==> config.mk <==
export PLATFORM = sky130hd
export DESIGN_NAME = param_serializer
export DESIGN_NICKNAME = d
export VERILOG_FILES = /design/src/rtl/param_serializer.sv
export SDC_FILE = /design/constraint.sdc
export NUM_CORES = 1
export LEC_CHECK = 0
export ABC_AREA = 1
export BUFFER_PORTS_ARGS = -buffer_cell sky130_fd_sc_hd__buf_2
export CAP_MARGIN = 0
export CORE_MARGIN = 3
export CORE_UTILIZATION = 35
export DETAILED_ROUTE_END_ITERATION = 16
export GPL_ROUTABILITY_DRIVEN = 0
export PLACE_DENSITY = 0.61
export SYNTH_ARGS = -nofsm -noshare
export SYNTH_HDL_FRONTEND = slang
export SYNTH_SLANG_ARGS = --single-unit
export TNS_END_PERCENT = 1
==> constraint.sdc <==
create_clock -name clk -period 2.63 [get_ports clk]
set_input_delay 0.1315 -clock clk [delete_from_list [all_inputs] [get_ports clk]]
set_output_delay 0.1315 -clock clk [all_outputs]
set_load 0.01 [all_outputs]
==> src/rtl/param_serializer.sv <==
// Parallel-to-serial shifter for the UART TX path: variable frame length,
// selectable bit order, even parity computed at load, one-cycle done pulse.
module param_serializer #(
  parameter int DATA_WIDTH = 8,
  parameter int LEN_W      = $clog2(DATA_WIDTH + 1)
) (
  input  logic                  clk,
  input  logic                  rst,
  input  logic [DATA_WIDTH-1:0] data_in,
  input  logic [LEN_W-1:0]      data_len,
  input  logic                  msb_first,
  input  logic                  load,
  input  logic                  enable,
  output logic                  data_out,
  output logic                  busy,
  output logic                  done,
  output logic                  parity_bit
);

  // Handshake: load is accepted only while busy=0 (IDLE); enable advances one
  // bit only while busy=1 (SHIFT). The consumer samples data_out on the same
  // edge where it asserts enable. busy is the FSM state itself.
  localparam logic ST_IDLE  = 1'b0;
  localparam logic ST_SHIFT = 1'b1;

  logic                  state;
  logic [DATA_WIDTH-1:0] shreg;
  logic [LEN_W-1:0]      cnt;
  logic [LEN_W-1:0]      len_q;
  logic                  order_q;
  logic                  parity_q;
  logic                  done_q;

  logic [LEN_W-1:0]      eff_len;
  logic                  load_parity;
  logic [LEN_W-1:0]      bit_idx;
  logic                  data_out_c;

  always_comb begin
    eff_len = data_len;
    if (data_len == '0 || data_len > LEN_W'(DATA_WIDTH))
      eff_len = LEN_W'(DATA_WIDTH);
  end

  // Only the low eff_len bits of data_in contribute to parity.
  always_comb begin
    load_parity = 1'b0;
    for (int i = 0; i < DATA_WIDTH; i++) begin
      if (LEN_W'(i) < eff_len)
        load_parity = load_parity ^ data_in[i];
    end
  end

  always_comb begin
    bit_idx = cnt;
    if (order_q)
      bit_idx = len_q - LEN_W'(1) - cnt;
  end

  // Mux by comparison rather than direct indexing keeps the index width clean.
  always_comb begin
    data_out_c = 1'b0;
    if (state == ST_SHIFT) begin
      for (int i = 0; i < DATA_WIDTH; i++) begin
        if (LEN_W'(i) == bit_idx)
          data_out_c = shreg[i];
      end
    end
  end

  always_ff @(posedge clk or negedge rst) begin
    if (!rst) begin
      state    <= ST_IDLE;
      shreg    <= '0;
      cnt      <= '0;
      len_q    <= '0;
      order_q  <= 1'b0;
      parity_q <= 1'b0;
      done_q   <= 1'b0;
    end else begin
      done_q <= 1'b0;
      case (state)
        ST_IDLE: begin
          if (load) begin
            shreg    <= data_in;
            len_q    <= eff_len;
            order_q  <= msb_first;
            cnt      <= '0;
            parity_q <= load_parity;
            state    <= ST_SHIFT;
          end
        end
        ST_SHIFT: begin
          if (enable) begin
            if (cnt == len_q - LEN_W'(1)) begin
              state  <= ST_IDLE;
              cnt    <= '0;
              done_q <= 1'b1;
            end else begin
              cnt <= cnt + LEN_W'(1);
            end
          end
        end
        default: state <= ST_IDLE;
      endcase
    end
  end

  assign data_out   = data_out_c;
  assign busy       = state;
  assign done       = done_q;
  assign parity_bit = parity_q;

endmodule

==> results of run 1 <==
[worst register-to-register path: cells and delay by family (launching register included)]
kind                     cells  cell delay [ps]
buffers and inverters        1               60
XOR/XNOR                     1              140
AND/OR/NAND/NOR              2              330
adder cells (fa/ha/maj)      2              490
AO/OA/AOI/OAI                1               90
flip-flops                   1              360
[synth_stat cells (2+ instances only)]
cell	count	area share (%)
a21oi_1	2	0.76
dfrtp_1	20	38
ha_1	5	4.7
inv_1	24	6.8
inv_2	3	0.85
nand2_1	47	13
nand2_2	4	1.9
nand3_1	18	6.8
nand3_2	2	1.5
nand4_1	2	0.95
nor2_1	12	3.4
o211ai_1	3	1.7
o21ai_0	17	6.5
o22ai_1	2	0.95
xnor2_1	5	3.3
xor2_1	2	1.3
[per-stage QoR]
| step | worst slack (ps) | std cells |
|---|---|---|
| 6_report | 165 | 251 |
| 5_1_grt | -23.8 | 251 |
| 4_1_cts | 70.1 | 246 |
| 3_5_place_dp | 357 | 241 |
| 2_1_floorplan | 546 | 178 |
| 3_3_place_gp | 418 | 241 |
[power groups by stage]
| stage | Sequential [mW] | Combinational, mW | Clock [mW] |
|---|---|---|---|
| 2_1_floorplan | 0.549 | 0.846 | 0 |
| 3_3_place_gp | 0.581 | 1.03 | 0 |
| 3_5_place_dp | 0.586 | 1.04 | 0 |
| 4_1_cts | 0.580 | 1.05 | 0.240 |
| 5_1_grt | 0.603 | 1.31 | 0.253 |
| 6_report | 0.586 | 1.15 | 0.233 |
[path summary, 6_finish.rpt]
| kind | start | endpoint | slack, ps | depth (start not counted) |
|---|---|---|---|---|
| setup / recovery | cnt[0] | data_out | 170 | 11 |
| hold / removal | data_in[7] | shreg[7] | 90 | 3 |
| setup reg to reg | len_q[0] | cnt[3] | 1040 | 7 |
| hold reg to reg | parity_bit | parity_bit | 480 | 2 |
| max in group asynchronous | rst | cnt[0] | 1950 | 2 |
| min in group asynchronous | rst | done | 350 | 2 |
[timing repair]
item | in CTS | in global routing
setup endpoints to repair | 0 | 1
resized for setup | 0 | 6
hold endpoints to repair | 20 | 0
hold buffers | 1 | 0
setup buffers | 0 | 5
[cell type report]
| class | count | area, sq um | area share, % |
|---|---|---|---|
| clock buffer | 4 | 55.1 | 3.50 |
| inverter | 27 | 101 | 6.45 |
| multi-input combinational | 128 | 708 | 45.1 |
| sequential | 20 | 502 | 31.9 |
| tap | 46 | 57.6 | 3.66 |
| timing repair buffer | 26 | 148 | 9.39 |
[state kept, by name (all words and copies together), names as in the netlist]
register	flops
order_q	1
parity_bit	1
done	1
shreg	8
busy	1
cnt	4
len_q	4
[metal layers]
metal  part of all wire (%)  vias up
met3                    2.7        2
met1                     52      527
met2                     45       17
met4                   0.28        0
met5                      0        -
li1                       -      622
[kinds of logic (layout without fill, tap and decap cells)]
family                     Yosys count  in the layout  share of synthesized area [%]
AOI/OAI and AO/OA                   27             27                           12.2
xor gates and xnor gates             7              7                           4.65
adders and majority gates            6              6                           6.27
buffers and inverters               30             57                           9.21
DFF                                 20             20                           38.0
and+or+nand+nor                     88             88                           29.7
==> impl_metrics.toml, run 1 <==
[setup_path]
critPathMaxFanout = 7
cp.arrival_ps = 2330
critPathBufInv = 1
end_kind = "primary output"
critPathRequiredTime_ps = 2500
startpoint_type = "register"
crit_family = "adder cells"
path_common_cell = "nor2_1"
cpPeakStageDelay_ps = 510
worstSetupPathType = "register to primary output"
path_cells = "ha_1 > fa_1 > nand2_2 > o21ai_4 > o211ai_1 > o21ai_1 > nor3_1 > nor2_1 > nor2_1 > nor2_1 > buf_2"
slowest_stage = "fa_1"

[synth]
ys_async_sr_fraction_pct = 100
syn_nets = 201
avgSynthCellArea_sq_um = 7.40
syn_area_sq_um = 1320
synth_edf_count = 0
synth-seq-area-share_pct = 38.0
ys_types = 26
ys_ff_latch = 20
yosysWarningCount = 0
syn_inst = 178
synthFlopType = "dfrtp_1"

[power_and_ir_drop]
comb_power_share_pct = 58.4
powerDensity_nw_per_um2 = 1250
power.switching_mw = 0.857
p_seq_share_pct = 29.7
p_total_mw = 1.97
p_leak_nw = 0.814
vdd_ir_drop_max_mv = 0.413
intPower_mw = 1.11
switching_share_pct = 43.5
p_clk_share_pct = 11.9

[final_layout]
num_antenna_cells = 0
layout-drive-gt1-share_pct = 22.4
fill_cells = 373
syn_to_final_growth_pct = 19.3
final_cell_mix = "nand2_1, inv_1, buf_2"
nets = 229
final_util_pct = 45.3
layout_commonest_cell = "nand2_1"
final_area_sq_um = 1570

[clock_tree]
tritoncts = "done"
clkSinkCount = 20
numCtsBuffers = 3
cts_root_buf = "clkbuf_8"
htreeDepth = 1
clock_path_buffers = 2
clkTransAtPathRegs_ps = 70
clkLatencyLatePin_ps = 250

[drt]
firstDrtPassIters = 4
wl_um = 2840
drtAntennaViolNets = 0
viasPerCell = 4.65
drc = 0
vias = 1168
wl_per_cell_um = 11.3
drt_iter0_markers = 43

[flow_run]
max-cap-violations = 0

[timing]
fmax_mhz = 406
fin_skew_ps = 1.17
hold_viol = 0
setup-violations-final = 0
drv_slew = 0
period_needed_ps = 2460
slew_headroom_pct = 68.0
holdWs_ps = 91.8
post-route-period-util_pct = 93.7
setup-tns-final_ps = 0
tightest_slew_ps = 479

[grt]
grt_antenna_before_repair = 0
grt_pass1_wl_um = 4600
grt_pass1_vias = 1031
grt_use_met2_pct = 20.2
grtUsageTotal_pct = 13.3
grt_max_degree = 21
grt_use_met3_pct = 2.50
grt-busiest-layer = "met2"
grtUsageMet1_pct = 18.7
globalRouteOverflowTotal = 0

[floorplan]
die_area_sq_um = 4540
ioPinCount = 21
dieHeight_um = 67.4
core_area_sq_um = 3470
floorplan.rows = 21
start_util_pct = 38.0
die_w_um = 67.4

[placed_design]
post_dp_cell_area_sq_um = 1460
place_hpwl_um = 2170
port_buffers = 20

[min_path]
hold_path.class = "input port to register"

[status]
outcome = "completed"
Note: power is estimated with default switching activity, not from simulation.
==> run 2, diff against run 1 <==
--- a/config.mk
+++ b/config.mk
@@ -9,10 +9,11 @@
 export BUFFER_PORTS_ARGS = -buffer_cell sky130_fd_sc_hd__buf_2
 export CAP_MARGIN = 0
 export CORE_MARGIN = 3
-export CORE_UTILIZATION = 35
+export CORE_UTILIZATION = 55
 export DETAILED_ROUTE_END_ITERATION = 16
 export GPL_ROUTABILITY_DRIVEN = 0
-export PLACE_DENSITY = 0.61
+export PLACE_DENSITY = 0.85
+export SKIP_LAST_GASP = 1
 export SYNTH_ARGS = -nofsm -noshare
 export SYNTH_HDL_FRONTEND = slang
 export SYNTH_SLANG_ARGS = --single-unit
==> run 2 against run 1 <==
  * Critical path depth up 1
  * Core utilization up 23 points
  * Power down 1.6%
  * Hold slack worse by 67 ps
  * Sequential share of layout area up 1.0 points
  * Final cell count down 8.4%
==> impl_metrics.toml, run 2 (synthesized netlist as in run 1, its figures left out) <==
[power_and_ir_drop]
p_leak_nw = 0.799
powerDensity_nw_per_um2 = 1270
switching_share_pct = 43.8
vdd_ir_drop_max_mv = 0.705
intPower_mw = 1.09
comb_power_share_pct = 57.3
p_seq_share_pct = 29.9
p_total_mw = 1.94
power.switching_mw = 0.850
p_clk_share_pct = 12.7

[setup_path]
end_kind = "primary output"
critPathMaxFanout = 6
worstSetupPathType = "register to primary output"
critPathRequiredTime_ps = 2500
startpoint_type = "register"
cp.arrival_ps = 2390

[floorplan]
die_area_sq_um = 3020
ioPinCount = 21
dieHeight_um = 54.9
floorplan.rows = 17
die_w_um = 54.9
core_area_sq_um = 2230
start_util_pct = 59.0

[drt]
drtAntennaViolNets = 0
viasPerCell = 5.22
drt_iter0_markers = 23
vias = 1200
firstDrtPassIters = 4
wl_per_cell_um = 11.5
drc = 0
wl_um = 2640

[flow_run]
max-cap-violations = 0

[clock_tree]
clkTransAtPathRegs_ps = 120
htreeDepth = 1
tritoncts = "done"
clock_path_buffers = 2
clkSinkCount = 20
clkLatencyLatePin_ps = 300
cts_root_buf = "clkbuf_4"
numCtsBuffers = 3

[grt]
grt_max_degree = 21
grt_antenna_before_repair = 0
grt_pass1_wl_um = 4250
grtUsageTotal_pct = 19.3
globalRouteOverflowTotal = 0
grt_pass1_vias = 1085

[timing]
fmax_mhz = 397
post-route-period-util_pct = 95.8
fin_skew_ps = 11.6
period_needed_ps = 2520
drv_slew = 0
slew_headroom_pct = 70.3
hold_viol = 0
rsz0062_at_grt = "true"
holdWs_ps = 24.5
tightest_slew_ps = 445
setup-violations-final = 0

[placed_design]
post_dp_cell_area_sq_um = 1430
port_buffers = 20
place_hpwl_um = 2080

[final_layout]
largest_reg_flops = 8
layout-drive-gt1-share_pct = 21.3
nets = 226
regMostFlops = "shreg"
final_area_sq_um = 1520
reg.largest.list = "shreg: 8 flops, cnt: 4 flops, len_q: 4 flops"
layout_commonest_cell = "nand2_1"
num_antenna_cells = 0
syn_to_final_growth_pct = 15.7
final_cell_mix = "nand2_1, inv_1, buf_2"

[min_path]
hold_path.class = "input port to register"

[status]
outcome = "completed"
==> run 2: changes by cell type in the layout (fill, tap and decap cells not counted), sizes merged <==
cell	delta
buf	-3
bufinv	+1
clkbuf	-1
==> run 2: worst paths after layout <==
| path | startpoint | endpoint | slack (ps) | cells past startpoint |
|---|---|---|---|---|
| worst max-delay path | len_q[0] | data_out | 110 | 12 |
| worst min-delay path | msb_first | order_q | 20 | 3 |
| worst max register to register | len_q[0] | cnt[2] | 1030 | 7 |
| worst min register to register | parity_bit | parity_bit | 490 | 2 |
| max in group asynchronous | rst | cnt[0] | 2030 | 2 |
| min in group asynchronous | rst | shreg[1] | 290 | 2 |
==> run 2: critical path: stages (launching register included) <==
cell      delay, ps
dfrtp_1         410
inv_2            90
ha_4            210
fa_1            510
nand2_2          70
o21ai_4         100
o211ai_1        140
o21ai_1         140
nor3_1           60
nor2_1          110
nor2_1           50
nor2_1           80
buf_2           130
==> run 2: power by group through the flow <==
stage               registers, mW  clock network (mW)  logic [mW]
floorplan                   0.549                   0       0.846
global placement            0.578                   0       0.993
detailed placement          0.584                   0        1.05
CTS                         0.576               0.252        1.06
global route                0.600               0.266        1.28
finish                      0.580               0.247        1.11
==> run 2: cell type report <==
class                      count  area [sq um]
inverter                      27           101
fill                         194           709
multi-input combinational    128           708
clock inverter                 1          30.0
sequential                    20           502
timing repair buffer          23           125
clock buffer                   3          22.5
tap                           28          35.0
==> run 2: through the flow <==
step                      util (%)  setup slack (ps)  TNS [ps]  std cells
after floorplan                  -               546         0        178
after global placement        64.1               432         0        223
after detailed placement      64.1               366         0        223
after CTS                     66.9              32.3         0        228
after global routing          68.2             -77.6     -77.6        230
final                         68.2               111         0        230
==> run 2: metal layers <==
layer | GRT usage (%) | wire length, um | part of all wire (%)
met4 | 5.67 | 4 | 0.15
met2 | 34.6 | 1320 | 50
met5 | 0 | 0 | 0
met3 | 2.41 | 137 | 5.2
met1 | 23.9 | 1190 | 45
==> run 2: timing repair <==
| action | in CTS | in global routing |
|---|---|---|
| hold buffers | 1 | 0 |
| resized for setup | 0 | 6 |
| setup endpoints to repair | 0 | 1 |
| endpoints found under the hold margin | 20 | 0 |
| buffers inserted | 0 | 2 |
==> run 3, diff against run 2 <==
--- a/config.mk
+++ b/config.mk
@@ -8,8 +8,10 @@
 export ABC_AREA = 1
 export BUFFER_PORTS_ARGS = -buffer_cell sky130_fd_sc_hd__buf_2
 export CAP_MARGIN = 0
+export CELL_PAD_IN_SITES_DETAIL_PLACEMENT = 1
+export CELL_PAD_IN_SITES_GLOBAL_PLACEMENT = 1
 export CORE_MARGIN = 3
-export CORE_UTILIZATION = 55
+export CORE_UTILIZATION = 40
 export DETAILED_ROUTE_END_ITERATION = 16
 export GPL_ROUTABILITY_DRIVEN = 0
 export PLACE_DENSITY = 0.85
==> run 3 against run 2 <==
  * Wire length rose by 28%
  * Core utilization down 19 points
  * Global-route usage is 1.5 points lower
  * Clock-buffer cell count did not move
  * Sequential power rose by 3%
  * Sequential share of layout area down 0.081 points
  * Design area increased by 0.25%
  * Final cell count rose by 7.0%
  * Clock power decreased by 43%
  * Power fell by 0.26%
  * Maximum frequency fell by 1.3%
  * Critical path type unchanged
==> impl_metrics.toml, run 3 (synthesized netlist as in run 1, its figures left out) <==
[status]
outcome = "completed"

[placed_design]
place_inst = 239
port_buffers = 20
post_dp_cell_area_sq_um = 1450
place_hpwl_um = 2630

[timing]
setup-tns-final_ps = 0
fin_skew_ps = 4.00
hold_viol = 0
post-route-period-util_pct = 97.1
fmax_mhz = 392
rsz0062_at_grt = "true"
setup-violations-final = 0
tightest_slew_ps = 456
period_needed_ps = 2550
slew_headroom_pct = 69.6
drv_slew = 0

[power_and_ir_drop]
vdd_ir_drop_max_mv = 0.354
p_seq_share_pct = 30.8
intPower_mw = 1.01
comb_power_share_pct = 61.9
power.switching_mw = 0.924
p_total_mw = 1.93
powerDensity_nw_per_um2 = 1270
switching_share_pct = 47.8
p_clk_share_pct = 7.3
p_leak_nw = 0.789

[flow_run]
max-cap-violations = 0

[setup_path]
r2r.worst_path.cells = 7
path_common_cell = "nor2_1"
cp.arrival_ps = 2420
slowest_stage = "fa_1"
end_kind = "primary output"
worstSetupPathType = "register to primary output"
critPathBufInv = 1
critPathRequiredTime_ps = 2500
cp_num_cells = 11
crit_family = "adder cells"
path_cells = "ha_2 > fa_1 > nand2_2 > o21ai_4 > o211ai_1 > o21ai_1 > nor3_1 > nor2_1 > nor2_1 > nor2_1 > buf_2"
cpPeakStageDelay_ps = 530
startpoint_type = "register"
critPathMaxFanout = 6

[final_layout]
final_cell_mix = "nand2_1, inv_1, buf_2"
layout_commonest_cell = "nand2_1"
area.sequential_sq_um = 502
final_area_sq_um = 1530
reg.largest.list = "shreg: 8 flops, cnt: 4 flops, len_q: 4 flops"
largest_reg_flops = 8
final_util_pct = 49.2
multiInputGateArea_sq_um = 714
layout-drive-gt1-share_pct = 22.3
nets = 227
fill_cells = 431
instances_no_fill = 246
regMostFlops = "shreg"
num_antenna_cells = 0
syn_to_final_growth_pct = 16.0

[clock_tree]
htreeDepth = 1
numCtsBuffers = 3
clock_path_buffers = 2
clkSinkCount = 20
clkTransAtPathRegs_ps = 110
tritoncts = "done"
clkLatencyLatePin_ps = 290
cts_root_buf = "clkbuf_4"

[floorplan]
floorplan.rows = 20
start_util_pct = 42.5
die_w_um = 63.4
core_area_sq_um = 3100
ioPinCount = 21
die_area_sq_um = 4020
dieHeight_um = 63.4

[grt]
grt_pass1_wl_um = 5740
globalRouteOverflowTotal = 0
grt_antenna_before_repair = 0
grtUsageTotal_pct = 17.7
grt_max_degree = 21
grt_pass1_vias = 1281

[drt]
wl_um = 3380
drc = 0
vias = 1234
viasPerCell = 5.02
drt_iter0_markers = 7
firstDrtPassIters = 4
drtAntennaViolNets = 0
wl_per_cell_um = 13.7

[min_path]
hold_depth = 3
hold_path.class = "input port to register"
==> run 3: path summary, 6_finish.rpt <==
check	startpoint	to	slack, ps
max in group asynchronous	rst	cnt[0]	1980
hold reg to reg	parity_bit	parity_bit	500
setup reg to reg	len_q[0]	cnt[2]	960
min in group asynchronous	rst	order_q	310
setup / recovery	cnt[0]	data_out	80
hold / removal	msb_first	order_q	50
==> run 3: layout make-up <==
cell class	count	share of cell area, %
clock buffer	3	1.47
multi-input combinational	128	46.8
tap	44	3.60
sequential	20	32.8
timing repair buffer	24	8.68
inverter	27	6.63
==> run 3: tightest hold or removal path, delay by kind of cell <==
kind                   cells  cell delay (ps)
and+or+nand+nor            2              100
buffers and inverters      1               80
==> run 3: what timing repair did <==
item,in CTS,in global routing
gates resized for setup,3,5
setup buffers,0,3
setup endpoints to repair,1,1
pin swaps,0,4
hold buffers,1,0
endpoints found under the hold margin,20,0
==> run 3: power groups by stage <==
stage / clock network [mW] / registers, mW / logic (mW)
5_1_grt: 0.160 / 0.616 / 1.36
6_report: 0.141 / 0.595 / 1.20
3_5_place_dp: 0 / 0.594 / 1.09
3_3_place_gp: 0 / 0.580 / 1.01
2_1_floorplan: 0 / 0.549 / 0.846
4_1_cts: 0.144 / 0.588 / 1.11
==> run 3: per-stage QoR <==
| stage | setup WS, ps | hold WS [ps] |
|---|---|---|
| detailed placement | 308 | 107 |
| finish | 77.3 | 45.9 |
| global route | -88.9 | 25.5 |
| CTS | 9.81 | 43.6 |
| floorplan | 546 | -164 |
| global placement | 431 | 98.2 |
==> run 3: routing by layer <==
| layer | part of all wire, % | up-vias | wire [um] | global-route usage (%) |
|---|---|---|---|---|
| met5 | 0 | - | 0 | 0 |
| met4 | 0.68 | 0 | 23 | 4.04 |
| met3 | 1.9 | 2 | 64 | 1.78 |
| met2 | 52 | 15 | 1740 | 33.4 |
| met1 | 46 | 595 | 1550 | 21.4 |
| li1 | - | 622 | - | - |
